### src/rtl/mem_arbiter.sv
// -----------------------------------------------------------------------------
// mem_arbiter
// Shares one SRAM-like memory port between the instruction-fetch (IF) and
// data-access (ME) requesters of the 5-stage MIPS pipeline. One transaction
// is outstanding at a time. Ties go to data unless data had the previous
// grant, so neither requester waits behind more than one foreign transaction.
//
// Optional build macro: ARB_TIMEOUT_EN
//   Adds a bus_err output and an 8-bit WAIT-state counter. After TIMEOUT
//   WAIT cycles with no mem_data_ok, the granted requester is completed with
//   rdata = 0 and bus_err pulses for one cycle. Without the macro, the block
//   waits indefinitely for mem_data_ok.
//
// Ports:
//   clk, rst                 clock, asynchronous active-high reset
//   inst_req/inst_addr       IF request (held until inst_data_ok)
//   inst_addr_ok/inst_data_ok/inst_rdata   IF handshake pulses and read data
//   data_req/data_wr/data_wstrb/data_addr/data_wdata   ME request
//   data_addr_ok/data_data_ok/data_rdata   ME handshake pulses and read data
//   mem_req/mem_wr/mem_wstrb/mem_addr/mem_wdata   memory request channel
//   mem_addr_ok/mem_data_ok/mem_rdata      memory handshakes and read data
//   bus_err                  (ARB_TIMEOUT_EN only) one-cycle timeout pulse
//   i_stall/d_stall          stall requests to the hazard unit
// -----------------------------------------------------------------------------
module mem_arbiter #(
  parameter int unsigned TIMEOUT = 255
) (
  input  logic        clk,
  input  logic        rst,
  input  logic        inst_req,
  input  logic [31:0] inst_addr,
  output logic        inst_addr_ok,
  output logic        inst_data_ok,
  output logic [31:0] inst_rdata,
  input  logic        data_req,
  input  logic        data_wr,
  input  logic [3:0]  data_wstrb,
  input  logic [31:0] data_addr,
  input  logic [31:0] data_wdata,
  output logic        data_addr_ok,
  output logic        data_data_ok,
  output logic [31:0] data_rdata,
  output logic        mem_req,
  output logic        mem_wr,
  output logic [3:0]  mem_wstrb,
  output logic [31:0] mem_addr,
  output logic [31:0] mem_wdata,
  input  logic        mem_addr_ok,
  input  logic        mem_data_ok,
  input  logic [31:0] mem_rdata,
`ifdef ARB_TIMEOUT_EN
  output logic        bus_err,
`endif
  output logic        i_stall,
  output logic        d_stall
);

  localparam int unsigned AddrW = 32;
  localparam int unsigned DataW = 32;
  localparam int unsigned StrbW = 4;
  localparam int unsigned CntW  = 8;

  // The wait counter is 8 bits wide, so the limit must fit in it.
  if ((TIMEOUT == 0) || (TIMEOUT > 255)) begin : gBadTimeout
    $error("mem_arbiter: TIMEOUT must be in 1..255");
  end

  typedef enum logic [2:0] {
    IDLE   = 3'd0,
    I_ADDR = 3'd1,
    I_WAIT = 3'd2,
    D_ADDR = 3'd3,
    D_WAIT = 3'd4
  } arbState_e;

  arbState_e         state;
  logic              lastGrant;   // 0 = inst had the last grant, 1 = data
  logic [AddrW-1:0]  holdAddr;
  logic              holdWr;
  logic [StrbW-1:0]  holdWstrb;
  logic [DataW-1:0]  holdWdata;

  logic inAddr;
  logic inWait;
  logic grantData;
  logic grantInst;
  logic waitDone;
  logic rdValid;

  assign inAddr = (state == I_ADDR) || (state == D_ADDR);
  assign inWait = (state == I_WAIT) || (state == D_WAIT);

  // Data wins a tie unless it also won the previous one.
  assign grantData = data_req & (~inst_req | ~lastGrant);
  assign grantInst = inst_req & ~grantData;

  // Read data is forwarded only on a genuine memory response.
  assign rdValid = inWait & mem_data_ok;

`ifdef ARB_TIMEOUT_EN
  // Counter holds 0 in the first WAIT cycle, so the timeout fires in the
  // TIMEOUT-th WAIT cycle. A real response in that cycle takes precedence.
  localparam logic [CntW-1:0] TimeoutLast = CntW'(TIMEOUT - 1);

  logic [CntW-1:0] waitCnt;
  logic            timeoutHit;

  assign timeoutHit = inWait & ~mem_data_ok & (waitCnt == TimeoutLast);
  assign waitDone   = inWait & (mem_data_ok | timeoutHit);
  assign bus_err    = timeoutHit;
`else
  assign waitDone   = inWait & mem_data_ok;
`endif

  // Memory request channel is driven straight from the holding registers.
  assign mem_req   = inAddr;
  assign mem_wr    = holdWr;
  assign mem_wstrb = holdWstrb;
  assign mem_addr  = holdAddr;
  assign mem_wdata = holdWdata;

  // Requester handshakes follow the memory handshakes in the same cycle.
  assign inst_addr_ok = (state == I_ADDR) & mem_addr_ok;
  assign data_addr_ok = (state == D_ADDR) & mem_addr_ok;
  assign inst_data_ok = (state == I_WAIT) & waitDone;
  assign data_data_ok = (state == D_WAIT) & waitDone;
  assign inst_rdata   = ((state == I_WAIT) && rdValid) ? mem_rdata : '0;
  assign data_rdata   = ((state == D_WAIT) && rdValid) ? mem_rdata : '0;

  assign i_stall = inst_req & ~inst_data_ok;
  assign d_stall = data_req & ~data_data_ok;

  // Arbitration FSM with grant capture into the holding registers.
  always_ff @(posedge clk or posedge rst) begin
    if (rst) begin
      state     <= IDLE;
      lastGrant <= 1'b0;
      holdAddr  <= '0;
      holdWr    <= 1'b0;
      holdWstrb <= '0;
      holdWdata <= '0;
`ifdef ARB_TIMEOUT_EN
      waitCnt   <= '0;
`endif
    end else begin
      case (state)
        IDLE: begin
          if (grantData) begin
            state     <= D_ADDR;
            lastGrant <= 1'b1;
            holdAddr  <= data_addr;
            holdWr    <= data_wr;
            holdWstrb <= data_wstrb;
            holdWdata <= data_wdata;
          end else if (grantInst) begin
            state     <= I_ADDR;
            lastGrant <= 1'b0;
            holdAddr  <= inst_addr;
            holdWr    <= 1'b0;
            holdWstrb <= '0;
            holdWdata <= '0;
          end
        end

        I_ADDR, D_ADDR: begin
          if (mem_addr_ok) begin
            state <= (state == I_ADDR) ? I_WAIT : D_WAIT;
`ifdef ARB_TIMEOUT_EN
            waitCnt <= '0;
`endif
          end
        end

        I_WAIT, D_WAIT: begin
          if (waitDone) begin
            state <= IDLE;
          end
`ifdef ARB_TIMEOUT_EN
          else begin
            waitCnt <= waitCnt + CntW'(1);
          end
`endif
        end

        default: state <= IDLE;
      endcase
    end
  end

endmodule

### config.mk
export PLATFORM = sky130hd
export DESIGN_NAME = mem_arbiter
export DESIGN_NICKNAME = d
export VERILOG_FILES = /design/src/rtl/mem_arbiter.sv
export SDC_FILE = /design/constraint.sdc
export NUM_CORES = 1
export LEC_CHECK = 0
export ABC_AREA = 1
export CAP_MARGIN = 20
export CORE_ASPECT_RATIO = 1.4
export CORE_MARGIN = 8
export CORE_UTILIZATION = 36
export DETAILED_ROUTE_END_ITERATION = 10
export GPL_TIMING_DRIVEN = 0
export PLACE_DENSITY = 0.86
export SLEW_MARGIN = 25
export SYNTH_ARGS = -nofsm -noshare
export SYNTH_HDL_FRONTEND = slang
export SYNTH_SLANG_ARGS = --single-unit
### constraint.sdc
create_clock -name clk -period 3.9 [get_ports clk]
set_input_delay 0.39 -clock clk [delete_from_list [all_inputs] [get_ports clk]]
set_output_delay 0.39 -clock clk [all_outputs]
set_load 0.05 [all_outputs]
# ---- Word level (Yosys, flattened, before mapping)
# Index checks and enable logic that the tools add are counted.
dict set report word_totals {
  reg_bits 73
  input_bits 139
  output_inout_bits 140
  elab_cells 55
}
dict set report classes {
  eq_ne 7
  mux 17
  n_bitwise 15
  n_reduce_logical 10
}
# op count
set op_table {}
lappend op_table {{$mux W32} 6}
lappend op_table {{$mux W3} 5}
lappend op_table {{$and A1 B1 Y1} 9}
lappend op_table {{$pmux W3 S3} 1}
lappend op_table {{$mux W4} 2}
lappend op_table {{$eq A3 B2 Y1 const B} 2}
lappend op_table {{$not A1 Y1} 5}
lappend op_table {{$ne A2 B2 Y1 const B} 2}
lappend op_table {{$reduce_or A2 Y1} 2}
lappend op_table {{$eq A3 B1 Y1 const B} 1}
lappend op_table {{$eq A3 B3 Y1 const B} 1}
lappend op_table {{$logic_not A3 Y1} 1}
lappend op_table {{$mux W1} 3}
lappend op_table {{$ne A3 B3 Y1 const B} 1}
lappend op_table {{$reduce_and A3 Y1} 1}
lappend op_table {{$logic_and A1 B1 Y1} 2}
lappend op_table {{$logic_or A1 B1 Y1} 2}
lappend op_table {{$reduce_and A2 Y1} 1}
lappend op_table {{$reduce_bool A2 Y1} 1}
lappend op_table {{$or A1 B1 Y1} 1}

# ---- Longest topological paths before layout
dict set report logic_depth {
  ltp_word 8
  depth_mapped 8
  mapped_depth_nobuf 8
}

# ---- Least setup slack after synthesis
# OpenSTA, ideal clock, no wires.
dict set report synth_path {
  path_type {register to output}
  start {reg state[1]}
  end {out data_rdata[10]}
  arrival_time_ns 2.412
  t_required_ns 3.510
  slack_ns 1.098
  path_stages_with_launch 7
  path_buffers 1
  cell_sequence {dfrtp_1 -> nor2_2 -> nand2_1 -> nor2_1 -> inv_1 -> buf_2 -> nor2_1}
}
dict set report synth_via {
  elab_chain_cells 5
  elab_cells_between_ends 6
  classes_between {2 x eq/ne; 1 x mux; 1 x bitwise; 2 x reduce/logical}
}
# element line_no
set synth_rtl {}
lappend synth_rtl {{start: declaration} 76} ;# arbState_e state;
lappend synth_rtl {{start signal: assignment} 167} ;# state <= (state == I_ADDR) ? I_WAIT : D_WAIT;
lappend synth_rtl {{$eq A3 B2 Y1 or $eq A3 B3 Y1 (tied branches)} {91, 128}}
lappend synth_rtl {{$logic_or A1 B1 Y1} 91} ;# assign inWait = (state == I_WAIT) || (state == D_WAIT);
lappend synth_rtl {{$and A1 B1 Y1} 98} ;# assign rdValid = inWait & mem_data_ok;
lappend synth_rtl {{$logic_and A1 B1 Y1 (*)} 128} ;# assign data_rdata = ((state == D_WAIT) && rdValid) ? mem_rdata : '0;
lappend synth_rtl {{$mux W32 (*)} 128}
lappend synth_rtl {{end: declaration} 42} ;# output logic [31:0] data_rdata,
# Every way passes the cells marked *; elsewhere a longest branch is shown, timed or not.

# ---- Worst setup path after layout
dict set report layout_path {
  start {reg state[1]}
  end {out data_rdata[6]}
}
# The elaborated chain is that of the path after synthesis.

==> metrics.yaml <==
mostFrequentLayoutCells: "clkdlybuf4s50_1 (278), nand2_1 (121), nor2_1 (102)"
cp-start-kind: "register"
yosys_warnings: 0
netlist-cell-type-count: 16
cp_num_buf_inv: 3
grt-ovfl-total: 0
start_util_pct: 36.6
layout-drive-gt1-share_pct: 5.78
slew_headroom_pct: 60.9
worstPathArrival_ns: 2.49
fp.dieW_um: 100
yosys_register_bits: 73
ctsResizeCount: 0
layout_commonest_cell: "clkdlybuf4s50_1"
via_per_inst: 4.81
yosysTopAreaCell: "dfrtp_1"
path_cells: "nor2_2 > nand2_1 > nor2_1 > inv_1 > buf_2 > nor2_1 > clkdlybuf4s50_1"
cts_tree: "done"
dp_hpwl_mm: 13.7
place_area_mm2: 0.00656
core_mm2: 0.00979
num_vias: 4396
ios: 279
status: "completed"
worstMarginPinSlew_ns: 0.584
cts_setup_buffers: 0
synthCells: 483
drt_iter0_markers: 178
maxCapViolations: 0
fillCellCount: 798
synthesis.nets: 622
ir_drop_mv: 0.540
cp.required_ns: 3.51
io_buffers: 278
crit_fanout: 10
multi_input_area_mm2: 0.00141
crit_top_cell: "nor2_1"
antennaDiodeCount: 0
nets: 912
power_density_mw_per_mm2: 870
syn_avg_cell_area_um2: 7.43
p_leak_uw: 0.00322
row_count: 43
htree_levels: 3
rsz0062_at_grt: "false"
fin_crit_sh_pct: 73.9
dieArea_mm2: 0.0135
grt_first_pass_wirelength_mm: 24.8
final_cell_area_mm2: 0.00688
dp_cells: 897
timing.fmax_mhz: 347
finalSetupTns_ns: 0
synthAdderAreaFrac_pct: 0
synth_xor_area_share_pct: 0
synth_top_area_share_pct: 50.9
gp_congestion: 0.893
cts_made_buffers: 9
wl_per_cell_um: 18.1
cts_root_buf: "clkbuf_16"
clk_latency_ns: 0.33
synthTopCellsByArea: "dfrtp_1 (51%), nand2_1 (13%), nor2_1 (11%)"
hold_path_class: "input pin to async pin"
fp.dieH_um: 134
crit_family: "buffers and inverters"
cts_sinks: 73
grt_pass1_vias: 4609
seq_area_mm2: 0.00183
antenna_found_initial: 3
synth_compound_area_share_pct: 9.21
path_clk_slew_ns: 0.06
fin_cells: 913
synth_simple_gate_area_share_pct: 30.1
criticalPathCategory: "register to primary output"
cpPeakStageDelay_ns: 0.84
ant_nets: 0
netlist_area_mm2: 0.00359
skew_ns: 0.00610
holdBufCountCts: 0
firstDrtPassIters: 4
drc: 0
yosysSeqAreaShare_pct: 50.9
grt_max_degree: 43
critPathSlowestCell: "clkdlybuf4s50_1"
hold_violations: 0
end_kind: "primary output"
area_growth_pct: 91.8
setup_violations: 0
synthMuxAreaShare_pct: 0
grt_use_total_pct: 23.9
slew_viol_final: 0
min_period_ns: 2.88
wl_mm: 16.6
clock_path_buffers: 2
synth_top_family_by_area: "simple AND/OR/NAND/NOR gates"
==> logic make-up (layout without fill, tap and decap cells) <==
group | after synthesis | count (layout)
AO/OA/AOI/OAI | 66 | 66
buffers and inverters | 76 | 371
flip-flops | 73 | 73
AND/OR/NAND/NOR | 268 | 268
==> metrics by stage <==
step / power (uW) / setup slack [ns] / utilization [%] / hold WS (ns)
floorplan: 3730 / 1.10 / - / 0.459
global placement: 5030 / 0.452 / 66.8 / 0.461
detailed placement: 5120 / 1.15 / 67.0 / 0.465
CTS: 6030 / 1.01 / 70.3 / 0.432
global route: 6290 / 0.889 / 70.3 / 0.449
finish: 5990 / 1.02 / 70.3 / 0.417
==> layer usage <==
layer  GRT usage (%)  vias to the layer above  share of wire [%]
met5               0                        -               0.18
met4            8.69                        4                2.2
met3            9.23                       26                 11
met2            43.0                      242                 52
met1            24.3                     2049                 35
li1                -                     2075                  -
==> worst register-to-register path: cells and delay by family (launching register included) <==
kind                   cells  cell delay (ns)
DFF                        1             0.39
and+or+nand+nor            2             0.22
buffers and inverters      2             0.63
AOI/OAI and AO/OA          2             0.33
==> final timing paths <==
check / start / end / slack [ns] / cells past startpoint
max: state[1]$_DFFE_PP0P_ / data_rdata[6] / 1.02 / 7
min: rst / mem_wstrb[3]$_DFFE_PP0P_ / 0.42 / 2
max reg2reg: lastGrant$_DFFE_PP0P_ / mem_addr[14]$_DFFE_PP0P_ / 2.26 / 6
min reg2reg: mem_wdata[12]$_DFFE_PP0P_ / mem_wdata[12]$_DFFE_PP0P_ / 0.49 / 2
max in group asynchronous: rst / mem_addr[13]$_DFFE_PP0P_ / 2.92 / 3
min in group clk: mem_wdata[12]$_DFFE_PP0P_ / mem_wdata[12]$_DFFE_PP0P_ / 0.49 / 2
==> report_power, final <==
group	leakage (uW)	internal [uW]	switching, uW
logic	0.00213	1210	2530
registers	0.000928	1140	221
clock network	0.000159	577	312
==> cells in the mapped netlist <==
master,count
buf_2,11
buf_4,9
buf_6,2
clkbuf_1,8
dfrtp_1,73
inv_1,44
inv_2,1
inv_4,1
nand2_1,121
nand2_2,2
nand3_1,41
nor2_1,102
nor2_2,1
nor2_8,1
o21ai_0,32
o21ai_1,34
==> flip-flops by register name, summed over array words and instances, names as in the netlist <==
name and flops:
mem_wdata 32, state 3, mem_wstrb 4, mem_addr 32, lastGrant 1, mem_wr 1
==> layout make-up <==
type / instances / area share, %
flip-flops and latches: 73 / 26.5
multi-input cells: 334 / 20.5
clock inverters: 5 / 1.15
inverters: 46 / 2.58
repair buffers: 279 / 40.7
clock buffers: 11 / 3.53
well taps: 135 / 2.45
plain buffers: 30 / 2.54
Note: power is estimated with default switching activity, not from simulation.
